===== config.mk =====
export PLATFORM = sky130hd
export DESIGN_NAME = snake_step_ctrl
export DESIGN_NICKNAME = d
export VERILOG_FILES = /design/src/rtl/snake_step_ctrl.sv
export SDC_FILE = /design/constraint.sdc
export NUM_CORES = 1
export LEC_CHECK = 0
export BUFFER_PORTS_ARGS = -buffer_cell sky130_fd_sc_hd__buf_2
export CORE_ASPECT_RATIO = 1.2
export CORE_MARGIN = 8
export CORE_UTILIZATION = 30
export DETAILED_ROUTE_END_ITERATION = 10
export PLACE_DENSITY = 0.5
export SYNTH_ARGS = -nofsm -noshare
export SYNTH_HDL_FRONTEND = slang
export SYNTH_SLANG_ARGS = --single-unit

===== constraint.sdc =====
create_clock -name clk -period 2 [get_ports clk]
set_input_delay 0 -clock clk [delete_from_list [all_inputs] [get_ports clk]]
set_output_delay 0 -clock clk [all_outputs]
set_load 0.01 [all_outputs]

===== src/rtl/snake_step_ctrl.sv =====
// -----------------------------------------------------------------------------
// snake_step_ctrl
//
// Game-rate controller for a snake game. Turns button presses into a committed
// movement direction, emits a periodic step pulse while the game runs, tracks
// snake length, and sequences IDLE -> RUN -> WIN/LOSE -> IDLE.
//
// Ports
//   clk      in   1  system clock, rising edge
//   rst_n    in   1  synchronous active-low reset
//   btn      in   4  synchronized button levels (0 up, 1 right, 2 down, 3 left)
//   eat      in   1  pulse, head reached food
//   collide  in   1  pulse, head hit wall or body
//   step     out  1  pulse, advance snake one cell
//   dir      out  2  committed direction (same encoding as btn index)
//   len      out  5  current snake length
//   ovf      out  1  sticky win flag
//   state    out  2  0 IDLE, 1 RUN, 2 WIN, 3 LOSE
//
// Configuration macro
//   SNAKE_RR_ARB_EN  defined   -> round-robin grant among simultaneous rises
//                    undefined -> fixed priority, lowest index wins
// -----------------------------------------------------------------------------
module snake_step_ctrl #(
   parameter int STEP_DIV = 1000,
   parameter int LEN_MAX  = 24,
   parameter int LEN_INIT = 3
) (
   input  logic       clk,
   input  logic       rst_n,
   input  logic [3:0] btn,
   input  logic       eat,
   input  logic       collide,
   output logic       step,
   output logic [1:0] dir,
   output logic [4:0] len,
   output logic       ovf,
   output logic [1:0] state
);

   typedef enum logic [1:0] {
      ST_IDLE = 2'd0,
      ST_RUN  = 2'd1,
      ST_WIN  = 2'd2,
      ST_LOSE = 2'd3
   } state_t;

   localparam int             TW         = $clog2(STEP_DIV);
   localparam logic [TW-1:0]  TMAX       = TW'(STEP_DIV - 1);
   localparam logic [4:0]     LEN_INIT_V = 5'(LEN_INIT);
   localparam logic [4:0]     LEN_MAX_V  = 5'(LEN_MAX);

   state_t        r_state, w_state_next;
   logic [TW-1:0] r_timer, w_timer_next;
   logic [1:0]    r_dir, w_dir_next;
   logic [1:0]    r_pend_dir, w_pend_dir_next;
   logic          r_pend_valid, w_pend_valid_next;
   logic [4:0]    r_len, w_len_next;
   logic          r_ovf, w_ovf_next;
   logic [3:0]    r_btn_prev;

   logic [3:0]    w_rise;
   logic          w_grant_valid;
   logic [1:0]    w_grant_idx;
   logic          w_timer_max;
   logic          w_step;
   logic [1:0]    w_ref_dir;

   // Only 0->1 transitions count; a held button never re-triggers.
   assign w_rise = btn & ~r_btn_prev;

   always_ff @(posedge clk) begin
      if (!rst_n) r_btn_prev <= 4'b0000;
      else        r_btn_prev <= btn;
   end

`ifdef SNAKE_RR_ARB_EN
   // Pointer holds the index where the next search begins (last grant + 1).
   logic [1:0] r_arb_ptr;

   always_comb begin
      w_grant_valid = 1'b0;
      w_grant_idx   = 2'd0;
      // Walk from farthest to nearest so the nearest rise to the pointer wins.
      for (int k = 3; k >= 0; k--) begin
         if (w_rise[r_arb_ptr + 2'(k)]) begin
            w_grant_valid = 1'b1;
            w_grant_idx   = r_arb_ptr + 2'(k);
         end
      end
   end

   always_ff @(posedge clk) begin
      if (!rst_n)             r_arb_ptr <= 2'd0;
      else if (w_grant_valid) r_arb_ptr <= w_grant_idx + 2'd1;
   end
`else
   always_comb begin
      w_grant_valid = 1'b1;
      w_grant_idx   = 2'd0;
      if      (w_rise[0]) w_grant_idx = 2'd0;
      else if (w_rise[1]) w_grant_idx = 2'd1;
      else if (w_rise[2]) w_grant_idx = 2'd2;
      else if (w_rise[3]) w_grant_idx = 2'd3;
      else                w_grant_valid = 1'b0;
   end
`endif

   assign w_timer_max = (r_timer == TMAX);
   // Gated by rst_n so a reset asserted in a step cycle suppresses the pulse.
   assign w_step      = rst_n && (r_state == ST_RUN) && w_timer_max;
   // In a step cycle the pending turn is about to become the heading, so a
   // simultaneous press is judged against it rather than the old heading.
   assign w_ref_dir   = (w_step && r_pend_valid) ? r_pend_dir : r_dir;

   always_comb begin
      w_state_next      = r_state;
      w_timer_next      = r_timer;
      w_dir_next        = r_dir;
      w_pend_dir_next   = r_pend_dir;
      w_pend_valid_next = r_pend_valid;
      w_len_next        = r_len;
      w_ovf_next        = r_ovf;

      case (r_state)
         ST_IDLE: begin
            if (w_grant_valid) begin
               w_state_next      = ST_RUN;
               w_dir_next        = w_grant_idx;
               w_timer_next      = '0;
               w_pend_valid_next = 1'b0;
            end
         end

         ST_RUN: begin
            w_timer_next = w_timer_max ? '0 : r_timer + 1'b1;

            if (w_timer_max && r_pend_valid) begin
               w_dir_next        = r_pend_dir;
               w_pend_valid_next = 1'b0;
            end

            // A fresh non-reversing press replaces any queued turn.
            if (w_grant_valid && (w_grant_idx != (w_ref_dir ^ 2'b10))) begin
               w_pend_dir_next   = w_grant_idx;
               w_pend_valid_next = 1'b1;
            end

            // Collision dominates a coincident eat.
            if (collide) begin
               w_state_next = ST_LOSE;
            end else if (eat) begin
               w_len_next = r_len + 5'd1;
               if (r_len + 5'd1 == LEN_MAX_V) begin
                  w_ovf_next   = 1'b1;
                  w_state_next = ST_WIN;
               end
            end
         end

         ST_WIN, ST_LOSE: begin
            if (w_grant_valid) begin
               w_state_next      = ST_IDLE;
               w_len_next        = LEN_INIT_V;
               w_ovf_next        = 1'b0;
               w_dir_next        = 2'd0;
               w_pend_valid_next = 1'b0;
               w_timer_next      = '0;
            end
         end

         default: w_state_next = ST_IDLE;
      endcase
   end

   always_ff @(posedge clk) begin
      if (!rst_n) begin
         r_state      <= ST_IDLE;
         r_timer      <= '0;
         r_dir        <= 2'd0;
         r_pend_dir   <= 2'd0;
         r_pend_valid <= 1'b0;
         r_len        <= LEN_INIT_V;
         r_ovf        <= 1'b0;
      end else begin
         r_state      <= w_state_next;
         r_timer      <= w_timer_next;
         r_dir        <= w_dir_next;
         r_pend_dir   <= w_pend_dir_next;
         r_pend_valid <= w_pend_valid_next;
         r_len        <= w_len_next;
         r_ovf        <= w_ovf_next;
      end
   end

   assign step  = w_step;
   assign dir   = r_dir;
   assign len   = r_len;
   assign ovf   = r_ovf;
   assign state = r_state;

endmodule


==> flow_summary.json <==
{
  "synth_area_sq_um": 1400,
  "placedCellCount": 245,
  "io_buffers": 18,
  "grt_pass1_wl_mm": 6.22,
  "setup_viol": 0,
  "drive_gt1_share_pct": 24.1,
  "hold_violations": 0,
  "viasPerCell": 5.03,
  "vdd_drop_max_v": 0.000247,
  "syn-instance-count": 169,
  "wl_per_cell_microns": 13.5,
  "core.rowCount": 27,
  "clock_power_share_pct": 29.2,
  "insertion_delay_ns": 0.28,
  "internal_power_uw": 783,
  "gp_congestion": 0.800,
  "period_minus_slack_ns": 1.88,
  "pwr-share-comb_pct": 17.5,
  "leakage_uw": 0.000677,
  "grt_start_max_net_pins": 16,
  "antennaDiodeCount": 0,
  "crit_path_top_delay_cell": "dfxtp_4",
  "critPathKind": "flip-flop to flip-flop",
  "clock-sinks": 27,
  "final_area_sq_um": 1740,
  "clk_pin_slew_ns": 0.09,
  "worst_pin_slew_ns": 0.505,
  "cts_tree": "done",
  "synth_seq_cells": 27,
  "end_kind": "flip-flop",
  "n_fill_cell": 502,
  "cp_data_required_time_ns": 2.22,
  "maxSlewHeadroom_pct": 65.8,
  "dpl.hpwl_mm": 2.56,
  "path_max_fanout": 6,
  "p_sw_share_pct": 28.2,
  "hold_slack_ns": 0.108,
  "drcViolationCount": 0,
  "place_area_sq_um": 1580,
  "drtIter0Drc": 32,
  "yosysSeqAreaShare_pct": 38.6,
  "cts_made_buffers": 3,
  "yosysUniqueCellTypes": 41,
  "num_vias": 1292,
  "fin_crit_sh_pct": 94.1,
  "nNetsFinal": 210,
  "die_h_microns": 90.9,
  "ant_nets": 0,
  "gr-total-overflow": 0,
  "synth_edf_count": 0,
  "avgSynthCellArea_sq_um": 8.29,
  "crit_path_cell_trace": "nand4b_1, nor4_4, mux2i_2, xor2_1, o21ai_1, mux2i_1",
  "power_frac_seq_pct": 53.3,
  "layout_commonest_cell": "dfxtp_1",
  "outcome": "complete, no violations",
  "slew_viol_final": 0,
  "skew_ns": 0.00101,
  "die_area_sq_um": 7120,
  "synth-warning-count": 0,
  "hp-class": "input pin to flip-flop",
  "slowest_delay_ns": 0.37,
  "htreeDepth": 1,
  "synthFlopType": "dfxtp_1",
  "clock.fmax_mhz": 532,
  "syn_nets": 179,
  "final_cells": 257,
  "antenna_found_initial": 0,
  "cap_violations": 0,
  "drt-total-wl_mm": 3.47,
  "grt_pass1_vias": 1362,
  "cts_max_path_buffers": 2,
  "dieWidth_microns": 78.4,
  "start_kind": "flip-flop",
  "io_pins": 19,
  "coreArea_sq_um": 4560,
  "synthArstFlopShare_pct": 0,
  "gr-usage-all-layers_pct": 10.4,
  "areaGrowthSynthToFinish_pct": 23.8,
  "clockRootBuffer": "clkbuf_8",
  "start_util_pct": 30.7,
  "critPathArrivalTime_ns": 2.10,
  "most-common-layout-cells": "22 x dfxtp_1, 21 x nor2_1, 19 x nand2_1, 18 x buf_2, 15 x a21oi_1",
  "setup_tns_ns": 0,
  "drt_pass1_iterations": 4,
  "power.switching_uw": 308,
  "pwr_density_cell_nw_per_um2": 629
}
==> synthesized netlist by cell type, types with 2 or more instances <==
cell type	instances	area share [%]
or4b_1	2	1.4
o22ai_1	2	0.89
nor3_1	3	1.1
o21ai_1	7	2.5
nand3_1	3	1.1
and3_1	4	1.8
mux2i_1	6	4.3
a21oi_1	15	5.4
nand2b_1	4	1.8
and2_1	4	1.8
nand3b_1	6	3.2
dfxtp_1	27	39
nand4b_1	2	1.3
a31oi_1	6	2.7
buf_2	3	1.1
nor2b_1	3	1.3
xor2_1	2	1.3
ha_1	2	1.8
nand2_1	19	5.1
clkbuf_1	2	0.54
o21ai_0	5	1.8
a22oi_1	2	1.1
nor2_1	21	5.6
a211oi_1	2	1.1
==> registers in the layout (all words and copies together), names as in the netlist <==
name	count
state	2
r_pend_valid	1
r_btn_prev	4
r_timer	10
len	5
dir	2
ovf	1
r_pend_dir	2
==> critical path: cells and delay by family, from the launching register on <==
family | cells | cell delay [ns]
AND/OR/NAND/NOR | 2 | 0.59
multiplexers | 2 | 0.53
flip-flops | 1 | 0.37
AO/OA/AOI/OAI | 1 | 0.22
XOR/XNOR | 1 | 0.11
==> layer usage <==
layer  GRT usage (%)  vias to the layer above  part of all wire [%]
li1                -                      668                     -
met1            12.0                      606                    47
met2            18.5                       14                    51
met3            1.89                        4                   1.8
met4            2.79                        0                  0.78
met5               0                        -                     0
==> final cells by class <==
| type | count | area (sq um) | area share [%] |
|---|---|---|---|
| tap | 58 | 72.6 | 4.18 |
| inverter | 2 | 7.51 | 0.433 |
| multi-input combinational | 135 | 860 | 49.5 |
| sequential | 27 | 552 | 31.8 |
| clock buffer | 3 | 41.3 | 2.38 |
| clock inverter | 1 | 5.00 | 0.288 |
| timing repair buffer | 31 | 198 | 11.4 |
==> cell families (layout without fill, tap and decap cells) <==
logic type	after synthesis	count (layout)	share of synthesized area [%]
AO/OA/AOI/OAI	44	44	18.5
XOR/XNOR	2	2	1.25
adder cells (fa/ha/maj)	2	2	1.79
buffers and inverters	7	37	2.14
flip-flops	27	27	38.6
multiplexers	6	6	4.29
AND/OR/NAND/NOR	81	81	33.5
==> through the flow <==
stage | total power [uW] | utilization, % | setup WS (ns)
floorplan | 714 | - | 0.226
global route | 1150 | 38.1 | -0.00415
global placement | 767 | 34.6 | 0.128
finish | 1090 | 38.1 | 0.119
detailed placement | 770 | 34.6 | 0.0523
CTS | 1090 | 36.5 | 0.0175
==> path summary, 6_finish.rpt <==
path | start | endpoint | slack (ns) | cells after the start
hold / removal | collide | state[1]$_SDFFE_PN0P_ | 0.11 | 4
setup / recovery | state[1]$_SDFFE_PN0P_ | r_pend_dir[1]$_SDFFE_PN0P_ | 0.12 | 6
setup reg to reg | state[1]$_SDFFE_PN0P_ | r_pend_dir[1]$_SDFFE_PN0P_ | 0.12 | 6
hold reg to reg | ovf$_SDFFE_PN0P_ | ovf$_SDFFE_PN0P_ | 0.47 | 2
==> power groups by stage <==
stage,Clock (uW),Sequential (uW),Combinational (uW)
2_1_floorplan,0,591,122
3_3_place_gp,0,594,173
3_5_place_dp,0,595,176
4_1_cts,325,583,182
5_1_grt,343,585,218
6_report,318,582,191
==> timing repair <==
item                       4_1_cts  5_1_grt
hold buffers                     4        0
hold endpoints to repair         4        0
setup buffers                    0        4
setup endpoints to repair        0       13
gates resized for setup          0       12
(Power assumes the default switching activity.)
